--- config.mk ---
export PLATFORM = sky130hd
export DESIGN_NAME = mem_port_arbiter
export DESIGN_NICKNAME = d
export VERILOG_FILES = /design/src/rtl/mem_port_arbiter.sv
export SDC_FILE = /design/constraint.sdc
export NUM_CORES = 1
export LEC_CHECK = 0
export CAP_MARGIN = 20
export CORE_UTILIZATION = 24
export DETAILED_ROUTE_END_ITERATION = 10
export PLACE_DENSITY = 0.95
export RECOVER_POWER = 100
export SYNTH_ARGS = -nofsm -noshare
export SYNTH_HDL_FRONTEND = slang
export SYNTH_SLANG_ARGS = --single-unit
--- constraint.sdc ---
create_clock -name clk -period 3.35 [get_ports clk]
set_clock_uncertainty 0.05 [all_clocks]
set_input_delay 0.67 -clock clk [delete_from_list [all_inputs] [get_ports clk]]
set_output_delay 0.67 -clock clk [all_outputs]
set_load 0.05 [all_outputs]
--- src/rtl/mem_port_arbiter.sv ---
// mem_port_arbiter
// Shares one single-port RAM between instruction fetch and the memory
// (LDR/STR) stage. The memory stage normally wins; a bounded streak counter
// guarantees that a waiting fetch is granted after at most MAX_DATA_STREAK
// consecutive memory-stage grants. Read data returns one cycle after grant
// with a single-cycle valid strobe routed to the requester that issued it.
//
// Handshake: a requester raises req with addr/we/wdata and holds them stable
// until it sees gnt=1 in the same cycle; a cycle with req=1 and gnt=1 is the
// transfer. Reads answer exactly one cycle later with rvalid=1 for one cycle
// (no back-pressure on the return path). Writes complete in the grant cycle.
// Dropping req before gnt withdraws the request and nothing is issued.
//
// MAX_DATA_STREAK must lie in 1..15 (the streak counter is 4 bits wide).

module mem_port_arbiter #(
    parameter int unsigned MAX_DATA_STREAK = 3
) (
    input  logic        clk,
    input  logic        reset,

    input  logic        if_req,
    input  logic [15:0] if_addr,
    output logic        if_gnt,
    output logic        if_rvalid,
    output logic [15:0] if_rdata,

    input  logic        mem_req,
    input  logic        mem_we,
    input  logic [15:0] mem_addr,
    input  logic [15:0] mem_wdata,
    output logic        mem_gnt,
    output logic        mem_rvalid,
    output logic [15:0] mem_rdata,

    output logic [15:0] ram_addr,
    output logic        ram_we,
    output logic [15:0] ram_wdata,
    input  logic [15:0] ram_rdata,

    // Observability of internal state (inflight encoding: 0 NONE, 1 IF_RD,
    // 2 MEM_RD, 3 MEM_WR).
    output logic [1:0]  inflight,
    output logic [3:0]  streak
);

    typedef enum logic [1:0] {
        NONE   = 2'd0,
        IF_RD  = 2'd1,
        MEM_RD = 2'd2,
        MEM_WR = 2'd3
    } inflight_t;

    localparam logic [3:0] STREAK_MAX = 4'(MAX_DATA_STREAK);

    inflight_t  state;
    inflight_t  state_next;
    logic [3:0] streak_q;
    logic [3:0] streak_next;

    // Grant decision: memory stage first unless fetch has waited out its streak.
    always_comb begin
        if_gnt  = 1'b0;
        mem_gnt = 1'b0;
        if (!reset) begin
            if (if_req && (!mem_req || (streak_q == STREAK_MAX))) begin
                if_gnt = 1'b1;
            end else if (mem_req) begin
                mem_gnt = 1'b1;
            end
        end
    end

    // RAM port mux: winner drives the port, idle port is held at zero.
    always_comb begin
        ram_addr  = 16'h0000;
        ram_we    = 1'b0;
        ram_wdata = 16'h0000;
        if (if_gnt) begin
            ram_addr = if_addr;
        end else if (mem_gnt) begin
            ram_addr  = mem_addr;
            ram_we    = mem_we;
            ram_wdata = mem_wdata;
        end
    end

    // Next inflight state: what is being issued this cycle.
    always_comb begin
        state_next = NONE;
        if (if_gnt) begin
            state_next = IF_RD;
        end else if (mem_gnt) begin
            state_next = mem_we ? MEM_WR : MEM_RD;
        end
    end

    // Streak of memory-stage grants taken while a fetch was waiting.
    always_comb begin
        streak_next = streak_q;
        if (if_gnt || !if_req) begin
            streak_next = 4'd0;
        end else if (mem_gnt && (streak_q != STREAK_MAX)) begin
            streak_next = streak_q + 4'd1;
        end
    end

    // State, streak and read-return strobes; reset drops any pending return.
    always_ff @(posedge clk or posedge reset) begin
        if (reset) begin
            state      <= NONE;
            streak_q   <= 4'd0;
            if_rvalid  <= 1'b0;
            mem_rvalid <= 1'b0;
        end else begin
            state      <= state_next;
            streak_q   <= streak_next;
            if_rvalid  <= (state_next == IF_RD);
            mem_rvalid <= (state_next == MEM_RD);
        end
    end

    // The RAM answers both requesters on one bus; the valids select the owner.
    assign if_rdata  = ram_rdata;
    assign mem_rdata = ram_rdata;
    assign inflight  = state;
    assign streak    = streak_q;

endmodule

# --- Yosys cells after proc, flatten, opt, wreduce, memory -nomap -nowiden ---
# Cells that the tools add are included.
word_totals:
  reg_bits: 8
  latchBits: 0
  ramBits: 0
  romBits: 0
  in_bits: 69
  out_inout_bits: 75
  wordCells: 32
  mem_count: 0
classes:
  addsub: 1
  n_mul: 0
  div: 0
  order_cmp: 0
  n_eq_ne: 4
  shifts: 0
  muxes: 16
  bitwise_logic: 0
  n_reduce_logical: 7
ops:
  columns: ["cell", "count"]
  rows:
  - ["$mux W16", 4]
  - ["$mux W1", 8]
  - ["$mux W4", 2]
  - ["$add A4 B1 Y4 const B", 1]
  - ["$eq A4 B2 Y1 const B", 1]
  - ["$mux W2", 2]
  - ["$ne A4 B2 Y1 const B", 1]
  - ["$eq A2 B1 Y1 const B", 1]
  - ["$eq A2 B2 Y1 const B", 1]
  - ["$logic_and A1 B1 Y1", 2]
  - ["$logic_not A1 Y1", 2]
  - ["$logic_or A1 B1 Y1", 2]
  - ["$reduce_bool A2 Y1", 1]

# --- Logic depth before layout (Yosys ltp) ---
depth:
  depth_word: 8
  mapped_depth: 5
  mapped_depth_nobuf: 4

# --- Worst setup path after synthesis ---
# Ideal clock, no wire load.
synth_path:
  path_type: "flip-flop to output port"
  startpoint: "reg streak_q[0], in the netlist streak[0]"
  endpoint: "out ram_wdata[0]"
  arrival_time_ns: 2.490
  required_time_ns: 2.630
  setup_slack_ns: 0.140
  stages_incl_launch_ff: 6
  path_buffers: 1
  path_cell_list: "dfrtp_1 > ha_1 > nor3b_1 > a21oi_2 > clkbuf_1 > and2_1"
synth_via:
  elab_chain_len: 7
  word_cells_on_any_way: 9
  classes_between: "1 x eq/ne; 6 x mux; 2 x reduce/logical"
synth_lines:
  columns: ["element", "line_no", "text"]
  rows:
  - ["start, declared", "58", "logic [3:0] streak_q;"]
  - ["start signal, assigned", "117", "streak_q <= streak_next;"]
  - ["$eq A4 B2 Y1", "66", "if (if_req && (!mem_req || (streak_q == STREAK_MAX))) begin"]
  - ["$logic_or A1 B1 Y1", "66", null]
  - ["$logic_and A1 B1 Y1", "66", null]
  - ["$mux W1", "66", null]
  - ["$mux W1", "65", "if (!reset) begin"]
  - ["net mem_gnt", "32", "output logic mem_gnt,"]
  - ["$mux W16", "81", "end else if (mem_gnt) begin"]
  - ["$mux W16", "79", "if (if_gnt) begin"]
  - ["end, declared", "38", "output logic [15:0] ram_wdata,"]
# The timed path passes the listed nets, and every way through them passes these cells.

# --- Final worst setup path ---
layout_path:
  startpoint: "in mem_req"
  endpoint: "out ram_wdata[12]"
layout_via:
  elab_chain_len: 7
  word_cells_on_any_way: 10
  classes_between: "7 x mux; 3 x reduce/logical"
layout_lines:
  columns: ["element", "line_no", "text"]
  rows:
  - ["start, declared", "28", "input logic mem_req,"]
  - ["$logic_not A1 Y1", "66", null]
  - ["$logic_or A1 B1 Y1", "66", null]
  - ["$logic_and A1 B1 Y1", "66", null]
  - ["$mux W1", "66", null]
  - ["$mux W1", "65", null]
  - ["$mux W16", "81", null]
  - ["$mux W16 (*)", "79", null]
# Every way passes the cells marked *; elsewhere a longest branch is shown, timed or not.

==> flow_summary.yaml <==
run:
  drv_cap: 0
logic_synthesis:
  synth_area_per_cell_um2: 8.70
  synth_seq_cells: 8
  async_flop_share_pct: 100
  synth_area_um2: 922
  synth_cell_types: 25
  yosysWarnings: 0
  yosysSeqAreaShare_pct: 21.7
  syn_nets: 176
  synth_top_flop_cell: "dfrtp_1"
  syn_inst: 106
  synth_edf_count: 0
detailed_routing:
  ant_nets: 0
  drt-total-wl_mm: 3.07
  wire_per_inst_um: 14.0
  drc: 0
  avgViaCountPerCell: 4.41
  drtIter0Drc: 78
  dr.pass1.iters: 4
  num_vias: 966
power:
  peakVddDrop_v: 0.000105
  power_leakage_nw: 0.879
  power_mw: 0.508
  p_per_area_mw_per_mm2: 245
global_routing:
  overflow: 0
  grt_first_pass_wirelength_mm: 4.49
  grt_max_degree: 25
  grt_use_total_pct: 14.3
  grt_pass1_vias: 933
  antenna_found_initial: 0
clock_tree:
  htreeDepth: 1
  clkSinkCount: 8
  tritoncts: "done"
  post_cts_buffers: 0
  root_buffer: "clkbuf_8"
  postCtsHoldBufs: 0
  path_clk_slew_ps: 40
  ctsLongestPathBuffers: 2
  post_cts_resize_count: 0
  cts_made_buffers: 3
  clk_latency_ps: 230
worst_hold_path:
  min_path_type: "register to register"
  hp-start: "streak[1]$_DFFE_PP0P_"
finish:
  mostFrequentLayoutCell: "clkdlybuf4s50_1"
  most-common-layout-cells: "clkdlybuf4s50_1 (50), buf_12 (34), a22o_2 (16), and2_0 (13), dlygate4sd3_1 (10)"
  layout-drive-gt1-share_pct: 35.1
  layout.nets: 243
  num-fill-cells: 305
  instances_no_fill: 219
  synthToLayoutAreaGrowth_pct: 124
  antenna_cells: 0
  final_area_mm2: 0.00207
placed_design:
  placed_cell_area_mm2: 0.00205
  io_buffers: 95
  placedCellCount: 216
  dp_hpwl_mm: 2.59
  finalWeightedCongestion: 0.788
setup_path:
  reg2reg_from: "streak[0]$_DFFE_PP0P_"
  crit_buf_inv: 3
  crit_family: "buffers and inverters"
  crit_chain: "dlygate4sd3_1 > nand2b_1 > a21oi_1 > buf_4 > and2_0 > buf_12"
  worst_setup_path_start_kind: "input pin"
  cp.required_ps: 2630
  slowest_stage: "dlygate4sd3_1"
  startpoint: "mem_req"
  max_stage_delay_ps: 720
  worstPathArrival_ps: 2400
  cp-end-kind: "output pin"
  crit_fanout: 24
  critPathKind: "input pin to output pin"
floorplan:
  ios: 144
  die_h_um: 64.0
  rows: 22
  start_util_pct: 25.2
  dieArea_mm2: 0.00409
  dieWidth_um: 64.0
  design.core.area_mm2: 0.00366
sta:
  finalSetupTns_ps: 0
  maxSlewViolCount: 0
  min_period_ps: 3120
  rsz0062_at_grt: "false"
  hold_viol: 0
  maxSlewHeadroom_pct: 64.7
  period_share_pct: 93.1
  max_freq_mhz: 321
  setup_violations: 0
  worstMarginPinSlew_ps: 527
run_status:
  status: "complete, no violations"
==> synth_stat cells (2+ instances only) <==
master / instances / area share (%)
a21oi_1: 4 / 2.2
a22o_2: 16 / 17
and2_1: 17 / 12
buf_4: 32 / 26
clkbuf_1: 3 / 1.2
dfrtp_1: 8 / 22
inv_1: 2 / 0.81
nand2_1: 3 / 1.2
nand3_1: 2 / 1.1
nand4_1: 2 / 1.4
nor2b_1: 3 / 2.0
==> worst register-to-register path, delay by kind of cell (launching register included) <==
kind	cells	cell delay (ps)
and+or+nand+nor	1	420
buffers and inverters	1	390
adders and majority gates	1	230
AOI/OAI and AO/OA	2	380
DFF	1	410
==> sequential cells by signal, indices dropped and copies added, names as in the netlist <==
register    cells
streak          4
inflight        2
mem_rvalid      1
if_rvalid       1
==> final timing paths <==
path | to | slack (ps) | cells after the start
max | ram_wdata[12] | 230 | 6
min | streak[1]$_DFFE_PP0P_ | 540 | 2
max reg2reg | inflight[0]$_DFF_PP0_ | 1420 | 5
min reg2reg | streak[1]$_DFFE_PP0P_ | 540 | 2
max in group asynchronous | inflight[1]$_DFF_PP0_ | 1920 | 3
min in group asynchronous | streak[1]$_DFFE_PP0P_ | 1070 | 3
==> layout make-up <==
| class | instances | area [um2] | share of cell area (%) |
|---|---|---|---|
| Sequential cell | 8 | 200 | 9.67 |
| Tap cell | 48 | 60.1 | 2.90 |
| Timing Repair Buffer | 99 | 1320 | 63.7 |
| Multi-Input combinational cell | 59 | 443 | 21.4 |
| Inverter | 2 | 7.51 | 0.363 |
| Clock buffer | 3 | 41.3 | 2.00 |
==> cell families after synthesis <==
group                      Yosys count  synth area share (%)
buffers and inverters               39                  29.9
and+or+nand+nor                     32                  21.4
AOI/OAI and AO/OA                   26                  25.6
DFF                                  8                  21.7
adders and majority gates            1                  1.36
==> power by group <==
part | internal [mW] | switching, mW
Clock | 0.0778 | 0.0382
Combinational | 0.152 | 0.138
Sequential | 0.100 | 0.00162
==> metal layers <==
metal	GRT usage (%)	part of all wire, %	up-vias	wire (um)
met2	25.1	52	59	1600
met1	15.5	36	425	1110
met5	0	0	-	0
met4	8.24	3.6	0	111
li1	-	-	465	-
met3	3.21	8.1	17	250
==> through the flow <==
step           hold slack (ps)  utilization, %  setup WS (ps)
3_3_place_gp               518            55.9            428
2_1_floorplan              618               -            140
5_1_grt                    549            56.5            133
3_5_place_dp               529            55.9            354
6_report                   542            56.5            230
4_1_cts                    537            57.0            349
Note: power is estimated with default switching activity, not from simulation.
